**src/rtl/mycpu_pkg.sv**
```systemverilog
// rtl/mycpu_pkg.sv - shared stage indices, forward-select encodings and dest-track type
package mycpu_pkg;

  localparam int STG_IF  = 0;
  localparam int STG_ID  = 1;
  localparam int STG_EXE = 2;
  localparam int STG_MEM = 3;
  localparam int STG_WB  = 4;

  localparam int REG_AW_DEF = 5;

  localparam logic [1:0] FWD_RF  = 2'd0;
  localparam logic [1:0] FWD_EXE = 2'd1;
  localparam logic [1:0] FWD_MEM = 2'd2;
  localparam logic [1:0] FWD_WB  = 2'd3;

  // Destination info carried alongside an in-flight instruction
  typedef struct packed {
    logic [REG_AW_DEF-1:0] dest;
    logic                  we;
    logic                  load;
  } dest_trk_t;

  // A tracked stage produces a value the ID source needs; $0 never matches
  function automatic logic trk_match(input dest_trk_t trk, input logic vld,
                                     input logic [REG_AW_DEF-1:0] src, input logic used);
    return used && (src != '0) && vld && trk.we && (trk.dest == src);
  endfunction

endpackage

```
**src/rtl/mycpu_hazard_unit.sv**
```systemverilog
// rtl/mycpu_hazard_unit.sv - RAW match, ID stall and forward select (MYCPU_PIPE_FWD_EN)
module mycpu_hazard_unit
  import mycpu_pkg::*;
(
  input  logic [REG_AW_DEF-1:0] id_rs_i,
  input  logic [REG_AW_DEF-1:0] id_rt_i,
  input  logic                  id_rs_used_i,
  input  logic                  id_rt_used_i,
  input  logic                  exe_valid_i,
  input  logic                  mem_valid_i,
  input  logic                  wb_valid_i,
  input  dest_trk_t             exe_trk_i,
  input  dest_trk_t             mem_trk_i,
  input  dest_trk_t             wb_trk_i,
`ifdef MYCPU_PIPE_FWD_EN
  output logic [1:0]            fwd_rs_sel_o,
  output logic [1:0]            fwd_rt_sel_o,
`endif
  output logic                  hazard_o
);

  logic rs_exe, rs_mem, rs_wb, rt_exe, rt_mem, rt_wb;

  // Per-stage source matches against tracked destinations
  always_comb begin
    rs_exe = trk_match(exe_trk_i, exe_valid_i, id_rs_i, id_rs_used_i);
    rs_mem = trk_match(mem_trk_i, mem_valid_i, id_rs_i, id_rs_used_i);
    rs_wb  = trk_match(wb_trk_i,  wb_valid_i,  id_rs_i, id_rs_used_i);
    rt_exe = trk_match(exe_trk_i, exe_valid_i, id_rt_i, id_rt_used_i);
    rt_mem = trk_match(mem_trk_i, mem_valid_i, id_rt_i, id_rt_used_i);
    rt_wb  = trk_match(wb_trk_i,  wb_valid_i,  id_rt_i, id_rt_used_i);
  end

`ifdef MYCPU_PIPE_FWD_EN
  // Nearest producer wins; only a load still in EXE cannot be bypassed
  always_comb begin
    fwd_rs_sel_o = rs_exe ? FWD_EXE : rs_mem ? FWD_MEM : rs_wb ? FWD_WB : FWD_RF;
    fwd_rt_sel_o = rt_exe ? FWD_EXE : rt_mem ? FWD_MEM : rt_wb ? FWD_WB : FWD_RF;
    hazard_o     = exe_trk_i.load && (rs_exe || rt_exe);
  end
`else
  // Without bypass any older writer of a source must retire first
  always_comb begin
    hazard_o = rs_exe || rs_mem || rs_wb || rt_exe || rt_mem || rt_wb;
  end
`endif

endmodule

```
**src/rtl/mycpu_pipe_ctrl.sv**
```systemverilog
// rtl/mycpu_pipe_ctrl.sv - 5-stage valid/allowin sequencer with RAW stall (MYCPU_PIPE_FWD_EN)
module mycpu_pipe_ctrl
  import mycpu_pkg::*;
#(
  parameter int STALL_CNT_W = 16,
  parameter int REG_AW      = REG_AW_DEF
) (
  input  logic                   clk,
  input  logic                   rst,
  input  logic                   if_ready_go,
  input  logic [REG_AW-1:0]      id_rs,
  input  logic [REG_AW-1:0]      id_rt,
  input  logic                   id_rs_used,
  input  logic                   id_rt_used,
  input  logic [REG_AW-1:0]      id_dest,
  input  logic                   id_we,
  input  logic                   id_is_load,
  input  logic                   id_br_taken,
  input  logic                   exe_busy,
  output logic                   pc_en,
  output logic                   jen_out,
  output logic                   if_to_id_en,
  output logic                   id_to_exe_en,
  output logic                   exe_to_mem_en,
  output logic                   mem_to_wb_en,
  output logic                   id_valid,
  output logic                   exe_valid,
  output logic                   mem_valid,
  output logic                   wb_valid,
  output logic                   rf_wen_q,
`ifdef MYCPU_PIPE_FWD_EN
  output logic [1:0]             fwd_rs_sel,
  output logic [1:0]             fwd_rt_sel,
`endif
  output logic [STALL_CNT_W-1:0] stall_cnt
);

  logic [STG_WB:STG_ID]   valid_q, valid_d;
  dest_trk_t              trk_exe_q, trk_exe_d, trk_mem_q, trk_mem_d, trk_wb_q, trk_wb_d;
  logic [STALL_CNT_W-1:0] stall_cnt_q, stall_cnt_d;
  logic                   hazard;
  logic                   id_ready_go, exe_ready_go, mem_ready_go;
  logic                   id_allowin, exe_allowin, mem_allowin, wb_allowin;

  mycpu_hazard_unit u_hazard (
    .id_rs_i      (id_rs),
    .id_rt_i      (id_rt),
    .id_rs_used_i (id_rs_used),
    .id_rt_used_i (id_rt_used),
    .exe_valid_i  (valid_q[STG_EXE]),
    .mem_valid_i  (valid_q[STG_MEM]),
    .wb_valid_i   (valid_q[STG_WB]),
    .exe_trk_i    (trk_exe_q),
    .mem_trk_i    (trk_mem_q),
    .wb_trk_i     (trk_wb_q),
`ifdef MYCPU_PIPE_FWD_EN
    .fwd_rs_sel_o (fwd_rs_sel),
    .fwd_rt_sel_o (fwd_rt_sel),
`endif
    .hazard_o     (hazard)
  );

  // Handshake chain, transfer enables and next-state of valids, tracking and counter
  always_comb begin
    id_ready_go   = !hazard;
    exe_ready_go  = !exe_busy;
    mem_ready_go  = 1'b1;
    wb_allowin    = 1'b1;
    mem_allowin   = !valid_q[STG_MEM] || (mem_ready_go && wb_allowin);
    exe_allowin   = !valid_q[STG_EXE] || (exe_ready_go && mem_allowin);
    id_allowin    = !valid_q[STG_ID]  || (id_ready_go  && exe_allowin);

    if_to_id_en   = if_ready_go && id_allowin;
    id_to_exe_en  = valid_q[STG_ID]  && id_ready_go  && exe_allowin;
    exe_to_mem_en = valid_q[STG_EXE] && exe_ready_go && mem_allowin;
    mem_to_wb_en  = valid_q[STG_MEM] && mem_ready_go && wb_allowin;

    pc_en         = if_ready_go && id_allowin;
    jen_out       = valid_q[STG_ID] && id_br_taken && id_ready_go && exe_allowin;

    valid_d          = valid_q;
    valid_d[STG_ID]  = id_allowin  ? if_to_id_en   : valid_q[STG_ID];
    valid_d[STG_EXE] = exe_allowin ? id_to_exe_en  : valid_q[STG_EXE];
    valid_d[STG_MEM] = mem_allowin ? exe_to_mem_en : valid_q[STG_MEM];
    valid_d[STG_WB]  = wb_allowin  ? mem_to_wb_en  : valid_q[STG_WB];

    trk_exe_d = id_to_exe_en  ? {id_dest, id_we, id_is_load} : trk_exe_q;
    trk_mem_d = exe_to_mem_en ? trk_exe_q : trk_mem_q;
    trk_wb_d  = mem_to_wb_en  ? trk_mem_q : trk_wb_q;

    stall_cnt_d = stall_cnt_q;
    if (valid_q[STG_ID] && !id_ready_go && (stall_cnt_q != '1)) begin
      stall_cnt_d = stall_cnt_q + 1'b1;
    end

    id_valid  = valid_q[STG_ID];
    exe_valid = valid_q[STG_EXE];
    mem_valid = valid_q[STG_MEM];
    wb_valid  = valid_q[STG_WB];
    rf_wen_q  = valid_q[STG_WB] && trk_wb_q.we;
    stall_cnt = stall_cnt_q;
  end

  // Pipeline state registers; reset drops everything in flight
  always_ff @(posedge clk or posedge rst) begin
    if (rst) begin
      valid_q     <= '0;
      trk_exe_q   <= '0;
      trk_mem_q   <= '0;
      trk_wb_q    <= '0;
      stall_cnt_q <= '0;
    end else begin
      valid_q     <= valid_d;
      trk_exe_q   <= trk_exe_d;
      trk_mem_q   <= trk_mem_d;
      trk_wb_q    <= trk_wb_d;
      stall_cnt_q <= stall_cnt_d;
    end
  end

endmodule
```
**config.mk**
```make
export PLATFORM = sky130hd
export DESIGN_NAME = mycpu_pipe_ctrl
export DESIGN_NICKNAME = d
export VERILOG_FILES = /design/src/rtl/mycpu_pkg.sv /design/src/rtl/mycpu_hazard_unit.sv /design/src/rtl/mycpu_pipe_ctrl.sv
export SDC_FILE = /design/constraint.sdc
export NUM_CORES = 1
export LEC_CHECK = 0
export ABC_AREA = 0
export CORE_ASPECT_RATIO = 1.75
export CORE_UTILIZATION = 55
export CTS_BUF_LIST = sky130_fd_sc_hd__clkbuf_8
export DETAILED_ROUTE_END_ITERATION = 10
export PLACE_DENSITY = 0.88
export SKIP_CTS_REPAIR_TIMING = 1
export SYNTH_ARGS = -nofsm -noshare
export SYNTH_HDL_FRONTEND = slang
export SYNTH_SLANG_ARGS = --single-unit
export TNS_END_PERCENT = 1
```
**constraint.sdc**
```tcl
create_clock -name clk -period 5.9 [get_ports clk]
set_input_delay 1.77 -clock clk [delete_from_list [all_inputs] [get_ports clk]]
set_output_delay 1.77 -clock clk [all_outputs]
set_load 0.02 [all_outputs]
```
# Word level (Yosys, flattened, before mapping)
# Index checks and enable logic that the tools add are counted.
[word_totals]
wordCells = 62
register_bits = 38
output_inout_bits = 27
[classes]
eq_ne = 7
n_reduce_logical = 44
add_sub_neg = 1
[op_table]
columns = ["cell", "count"]
rows = [
  ["$logic_and A1 B1 Y1", 31],
  ["$eq A5 B5 Y1", 6],
  ["$add A16 B1 Y16 const B", 1],
  ["$ne A16 B16 Y1 const B", 1],
  ["$reduce_bool A5 Y1", 2],
  ["$logic_or A1 B1 Y1", 7],
  ["$logic_not A1 Y1", 4],
]

# Longest topological paths before layout
# Gate-level depths: netlist of the first run.
[depth]
depth_word = 14
ltp_mapped = 8
ltp_nobuf = 7

# Cells and area by module
# From an unflattened synthesis of the first run, not the netlist that was laid out.
[hier_totals]
cells_unflattened = 178
area_unflattened_um2 = 2129.5
[by_module_without_submodules]
columns = ["module", "cells_each", "area_each_um2", "seq_area_each_um2", "n_inst"]
rows = [
  ["mycpu_pipe_ctrl", 129, 1747.9, 1026.0, 1],
  ["mycpu_hazard_unit", 49, 381.6, 0.0, 1],
]

# Worst setup path before layout of the first run
# OpenSTA, ideal clock, no wires.
[synth_path]
path_kind = "input to output"
from = "input id_rt[0]"
to = "output jen_out"
arrival_ps = 3472
n_path_buf = 0
stages = 5
slack_ps = 658
t_required_ps = 4130
cell_sequence = "or4_1 o21ai_1 a31oi_2 nor4_4 and2_1"
[synth_via]
elab_chain_len = 11
[synth_rtl]
columns = ["element", "line", "text"]
rows = [
  ["from (decl)", "mycpu_pipe_ctrl.sv:12", "input logic [REG_AW-1:0] id_rt,"],
  ["$reduce_bool A5 Y1", "mycpu_pkg.sv:27", "return used && (src != '0) && vld && trk.we && (trk.dest == src);"],
  ["$logic_and A1 B1 Y1 (4 in a row)", "mycpu_pkg.sv:27", ""],
  ["$logic_or A1 B1 Y1 (2 in a row)", "mycpu_hazard_unit.sv:44", "hazard_o = rs_exe || rs_mem || rs_wb || rt_exe || rt_mem || rt_wb;"],
  ["$logic_or A1 B1 Y1 *", "mycpu_hazard_unit.sv:44", ""],
  ["$logic_not A1 Y1 *", "mycpu_pipe_ctrl.sv:65", "id_ready_go = !hazard;"],
  ["$logic_and A1 B1 Y1 * (2 in a row)", "mycpu_pipe_ctrl.sv:79", "jen_out = valid_q[STG_ID] && id_br_taken && id_ready_go && exe_allowin;"],
  ["to (decl)", "mycpu_pipe_ctrl.sv:21", "output logic jen_out,"],
]
# Mark *: on every way between the ends. The rest lies on a longest branch, timed or not.

# Worst setup path in the final report of the first run
[layout_path]
from = "input id_rt[0]"
to = "output if_to_id_en"
[layout_via]
elab_chain_len = 12
[layout_rtl]
columns = ["element", "line", "text"]
rows = [
  ["$reduce_bool A5 Y1", "mycpu_pkg.sv:27", ""],
  ["$logic_and A1 B1 Y1 (4 in a row)", "mycpu_pkg.sv:27", ""],
  ["$logic_or A1 B1 Y1 (2 in a row)", "mycpu_hazard_unit.sv:44", ""],
  ["$logic_or A1 B1 Y1 *", "mycpu_hazard_unit.sv:44", ""],
  ["$logic_not A1 Y1 *", "mycpu_pipe_ctrl.sv:65", ""],
  ["$logic_and A1 B1 Y1 *", "mycpu_pipe_ctrl.sv:71", "id_allowin = !valid_q[STG_ID] || (id_ready_go && exe_allowin);"],
  ["$logic_or A1 B1 Y1 *", "mycpu_pipe_ctrl.sv:71", ""],
  ["$logic_and A1 B1 Y1 *", "mycpu_pipe_ctrl.sv:73", "if_to_id_en = if_ready_go && id_allowin;"],
  ["to (decl)", "mycpu_pipe_ctrl.sv:22", "output logic if_to_id_en,"],
]
# Marks and branches as above.

==> results of run 1 <==
[worst max-delay path by stage]
stage | startpoint | to | slack, ns | cells past startpoint
2_1_floorplan | id_rt[0] | jen_out | 0.66 | 5
3_3_place_gp | id_rt[0] | if_to_id_en | -0.14 | 7
3_5_place_dp | id_rt[0] | if_to_id_en | -0.21 | 7
4_1_cts | id_rt[0] | if_to_id_en | -0.23 | 7
5_1_grt | id_rt[4] | pc_en | 0.06 | 9
6_report | id_rt[0] | if_to_id_en | 0.21 | 10
[final cells by class]
class,count,area [sq um],area share
inverter,3,11.26,0.004025
clock buffer,6,82.58,0.02952
timing repair buffer,65,620.6,0.2218
tap,46,57.56,0.02057
clock inverter,2,8.758,0.003131
multi-input combinational,129,1066,0.3810
sequential,38,950.9,0.3399
[registers in the layout (all words and copies together) (netlist names)]
register,flops
stall_cnt,16
trk_exe_q,6
trk_mem_q,6
trk_wb_q,6
valid_q,4
[logic make-up after synthesis]
group,count (synthesis),share of synthesized area
compound gates,23,0.08698
xor+xnor,45,0.1916
fa+ha+maj,1,0.006082
buf+inv,11,0.02493
flops,38,0.4623
mux,19,0.1040
simple gates,41,0.1241
[report_power, final]
| group | internal (W) | leakage (nW) | total [W] | switching [W] |
|---|---|---|---|---|
| registers | 0.000324 | 0.477 | 0.000406 | 0.0000819 |
| logic | 0.000164 | 0.668 | 0.000287 | 0.000123 |
| clock network | 0.0000924 | 0.0524 | 0.000177 | 0.0000843 |
[routing by layer]
layer | part of all wire | wire length [um]
met5 | 0 | 0
met1 | 0.38 | 1854
met2 | 0.55 | 2672
met4 | 0.029 | 139
met3 | 0.036 | 172
[layout by cell type (no fill, tap or decap), types with 5 or more instances in the layout]
cell type / Yosys / routed
and2_1: 6 / 6
and3_1: 7 / 7
buf_4: 2 / 16
clkbuf_8: 0 / 6
clkdlybuf4s50_1: 0 / 45
dfrtp_1: 38 / 38
mux2_2: 19 / 19
nor4_1: 6 / 5
o2111ai_1: 6 / 6
o211ai_1: 8 / 8
xnor2_1: 21 / 21
xor2_1: 24 / 24
[stage by stage]
stage               area, sq um    util  setup TNS (ns)
finish                     2798  0.7788               0
global route               2798  0.7788               0
CTS                        2776  0.7729         -0.6965
detailed placement         2685  0.7475         -0.6440
global placement           2685  0.7475         -0.4151
floorplan                  2057       -               0
==> reports/qor.yml, run 1 <==
slew_headroom: 0.6862
synth.largest_area_cell: "dfrtp_1"
vdd_drop_max_v: 0.0002713
grt_start_max_net_pins: 39
syn_avg_cell_area_sq_um: 11.56
drt_wl_total_um: 4839
route.detailed.drc: 0
clock_skew_ns: 0.001553
post-place-ws_ns: -0.2118
port_buffers: 49
place_inst: 281
max_stage_delay_ns: 0.49
syn_nets: 203
hold_start: "stall_cnt[7]"
hold_viol: 0
use_met3: 0.05217
fmax_ghz: 0.1758
top_usage_layer: "met2"
cp_num_buf_inv: 4
overflow: 0
crit_family: "buffers and inverters"
diodes: 0
fill_cells: 234
worst_slack_ns: 0.2112
power_density_nw_per_um2: 310.7
synth-seq-cells: 38
cts_root_buffer: "clkbuf_8"
vias: 1599
crit_fanout: 4
synth_top_area_share: 0.4623
path_clk_slew_ns: 0.07
crit_required_ns: 4.13
synth_seq_area_share: 0.4623
setup_viol: 0
period_needed_ns: 5.689
cap_violations: 0
drv_slew: 0
use_met2: 0.4485
htreeDepth: 2
worst-slew-pin-transition_ns: 0.4706
track_usage: 0.2661
synthCells: 178
die_x_um: 48.23
synth_edf_count: 0
area_growth_pct: 36.01
grt_first_pass_wirelength_um: 7521
clk_latency_ns: 0.28
rr_startpoint: "trk_mem_q[6]"
hold-worst-slack_ns: 0.5006
wl_per_cell_um: 16.74
drive_gt1_frac: 0.1934
die_area_sq_um: 3998
netlist_area_sq_um: 2057
p_leak_nw: 1.197
finalNetCount: 267
synth_ff_type: "dfrtp_1"
postRouteAntennaNets: 0
antenna_found_initial: 0
finalPower_w: 0.0008693
die_h_um: 82.90
yosys.cell_types.count: 30
ys_top_cells_by_area: "dfrtp_1, mux2_2, xor2_1"
critPathCaptureType: "output port"
path_class: "in2out"
fin_crit_sh: 0.9642
cpMostUsedCell: "buf_4"
yosysMostFrequentCell: "dfrtp_1"
hold_path.class: "reg2reg"
vias_per_cell: 5.533
cts_buffers: 5
num_io_pins: 51
crit_slowest_cell: "clkdlybuf4s50_1"
hold_end: "stall_cnt[7]"
start_kind: "primary input"
first_pass_iters: 4
dp_hpwl_um: 3628
status: "finished, final reports clean"
initial_core_util: 0.5726
worstRegToRegCells: 8
critPathArrivalTime_ns: 3.92
core_sq_um: 3592
reg2reg_to: "stall_cnt[1]"
gp_congestion: 0.8650
synth_warnings: 0
clock-sinks: 38
rrSetupSlack_ns: 3.49
tritoncts: "done"
num_rows: 29
grt_pass1_vias: 1647
clockBufferDepth: 2
async_flop_share: 1.000
drt_iter0_drc: 25
whs_path_depth: 1
rsz0062_at_grt: "no"
ys_top_cells_by_count: "dfrtp_1, xor2_1, xnor2_1, mux2_2, o211ai_1"
layout.cells.non_filler: 289
gr-usage-met1: 0.2946
crit_chain: "clkdlybuf4s50_1 -> buf_4 -> xor2_1 -> nor4_1 -> buf_4 -> nand4_1 -> a31oi_2 -> o31ai_2 -> and2_1 -> dlymetal6s2s_1"
No activity file was read; power rests on OpenSTA's default activity.
==> run 2, diff against run 1 <==
--- a/config.mk
+++ b/config.mk
@@ -9,6 +9,7 @@
 export CORE_ASPECT_RATIO = 1.75
 export CORE_UTILIZATION = 55
 export CTS_BUF_LIST = sky130_fd_sc_hd__clkbuf_8
+export CTS_CLUSTER_DIAMETER = 150
 export DETAILED_ROUTE_END_ITERATION = 10
 export PLACE_DENSITY = 0.88
 export SKIP_CTS_REPAIR_TIMING = 1
==> results of run 2 <==
The final DEF is identical to that of run 1; final timing and power are the same.
==> run 3, diff against run 2 <==
--- a/config.mk
+++ b/config.mk
@@ -12,7 +12,9 @@
 export CTS_CLUSTER_DIAMETER = 150
 export DETAILED_ROUTE_END_ITERATION = 10
 export PLACE_DENSITY = 0.88
+export REMOVE_ABC_BUFFERS = 1
 export SKIP_CTS_REPAIR_TIMING = 1
+export SLEW_MARGIN = 25
 export SYNTH_ARGS = -nofsm -noshare
 export SYNTH_HDL_FRONTEND = slang
 export SYNTH_SLANG_ARGS = --single-unit
==> run 3 against run 2 <==
Setup slack lost 0.14 ns. Sequential share of layout area fell by 0.33 points. Final cell count is 0.35% lower. Via count is 3.8% higher. Global-route usage fell by 1.3 points. Worst hold slack lost 0.0064 ns. Design area rose by 0.98%. Register-to-register slack gained 0.11 ns. Core utilization increased by 0.77 points. Highest routed layer unchanged. Total power grew 1.0%. Sequential cell count unchanged. Combinational power hardly changed.
==> reports/qor.yml, run 3 (synthesis results as in run 1) <==
crit_required_ns: 4.13  # about the same
drt_iter0_drc: 18  # was 25
slew_headroom: 0.6816  # was 0.6862
fill_cells: 214  # was 234
num_rows: 29  # unchanged
path_class: "in2out"  # unchanged
drv_slew: 0  # unchanged
initial_core_util: 0.5726  # unchanged
final_util: 0.7865  # was 0.7788
track_usage: 0.2533  # was 0.2661
final_common_cell: "clkdlybuf4s50_1"  # unchanged
clockBufferDepth: 2  # unchanged
fin_crit_sh: 0.9885  # was 0.9642
use_met2: 0.4255  # was 0.4485
start_kind: "primary input"  # unchanged
drt_wl_total_um: 4775  # was 4839 um
port_buffers: 49  # unchanged
finalNetCount: 266  # was 267
dp_hpwl_um: 3420  # was 3628 um
die_area_sq_um: 3998  # unchanged
grt_first_pass_wirelength_um: 7224  # was 7521 um
die_x_um: 48.23  # unchanged
num_io_pins: 51  # unchanged
period_needed_ns: 5.832  # was 5.689 ns
hold_path.class: "reg2reg"  # unchanged
vias_per_cell: 5.760  # was 5.533
critPathCaptureType: "output port"  # unchanged
setup_tns_ns: 0  # unchanged
use_met3: 0.05435  # was 0.05217
cts_root_buffer: "clkbuf_8"  # unchanged
htreeDepth: 2  # unchanged
whs_path_depth: 1  # unchanged
hold-worst-slack_ns: 0.4942  # was 0.5006 ns
area_growth_pct: 37.35  # was 36.01%
top_usage_layer: "met2"  # unchanged
crit_fanout: 4  # unchanged
first_pass_iters: 4  # unchanged
fmax_ghz: 0.1715  # was 0.1758 GHz
overflow: 0  # unchanged
postRouteAntennaNets: 0  # unchanged
p_leak_nw: 1.180  # was 1.197 nW
critPathArrivalTime_ns: 4.06  # was 3.92 ns
diodes: 0  # unchanged
core_sq_um: 3592  # unchanged
vdd_drop_max_v: 0.0003302  # was 0.0002713 V
gp_congestion: 0.8875  # was 0.8650
tritoncts: "done"  # unchanged
layout_common_cells: "clkdlybuf4s50_1, dfrtp_1, xor2_1"  # unchanged
worst-slew-pin-transition_ns: 0.4776  # was 0.4706 ns
rsz0062_at_grt: "no"  # unchanged
drive_gt1_frac: 0.2066  # was 0.1934
clock-sinks: 38  # unchanged
hold_viol: 0  # unchanged
gr-usage-met1: 0.2800  # was 0.2946
power_density_nw_per_um2: 310.8  # was 310.7 nW/um^2
route.detailed.drc: 0  # unchanged
clk_latency_ns: 0.29  # was 0.28 ns
antenna_found_initial: 0  # unchanged
clock_skew_ns: 0.004868  # was 0.001553 ns
grt_start_max_net_pins: 39  # unchanged
wl_per_cell_um: 16.58  # was 16.74 um
grt_pass1_vias: 1606  # was 1647
cts_buffers: 5  # unchanged
vias: 1659  # was 1599
worstRegToRegCells: 9  # was 8
status: "finished, final reports clean"  # unchanged
die_h_um: 82.90  # unchanged
cap_violations: 0  # unchanged
largest_reg_flops: 16  # unchanged
path_clk_slew_ns: 0.07  # about the same
setup_viol: 0  # unchanged
==> run 3: cell count changes in the layout (fill, tap and decap cells not counted), sizes merged <==
cell	delta
inv	-1
buf	-1
clkdlybuf4s50	+1
clkinvlp	+1
dlymetal6s2s	-1
==> run 3: area by class of cell <==
cell class	instances	area, sq um	share of cell area
timing repair buffer	64	610.6	0.2161
inverter	3	11.26	0.003986
clock buffer	6	82.58	0.02923
tap	46	57.56	0.02037
clock inverter	2	12.51	0.004429
sequential	38	950.9	0.3366
multi-input combinational	129	1100	0.3893
==> run 3: critical path, stage by stage <==
cell             delay, ns
clkdlybuf4s50_1       0.42
or4_1                 0.55
o21ai_1               0.24
a31oi_4               0.09
nor4_4                0.31
clkdlybuf4s50_1       0.68
==> run 3: path summary, 6_finish.rpt <==
check	from	to	slack (ns)
worst max register to register	trk_exe_q[6]	stall_cnt[1]	3.60
worst min register to register	stall_cnt[7]	stall_cnt[7]	0.49
max in group asynchronous	rst	stall_cnt[14]	3.67
min in group asynchronous	rst	trk_exe_q[3]	1.89
worst min-delay path	stall_cnt[7]	stall_cnt[7]	0.49
worst max-delay path	id_rs[1]	id_to_exe_en	0.07
==> run 3: through the flow <==
stage	instances	power [W]	worst slack [ns]	cell area, sq um
after floorplan	170	0.0005672	0.5817	2017
after global placement	278	0.0006713	-0.1339	2663
after detailed placement	278	0.0006822	-0.1710	2663
after CTS	286	0.0008683	-0.1849	2758
after global routing	288	0.0009265	0.007187	2825
final	288	0.0008781	0.06789	2825
==> run 3: where the power goes <==
part           internal (W)  switching (W)  total [W]
Combinational      0.000162       0.000126   0.000287
Sequential         0.000324      0.0000835   0.000407
Clock             0.0000938      0.0000899   0.000184
Total              0.000579       0.000299   0.000878
==> run 3: routing by layer <==
layer / part of all wire / vias up
met5: 0 / -
met4: 0.030 / 0
met3: 0.048 / 12
met2: 0.55 / 57
met1: 0.37 / 824
li1: - / 766
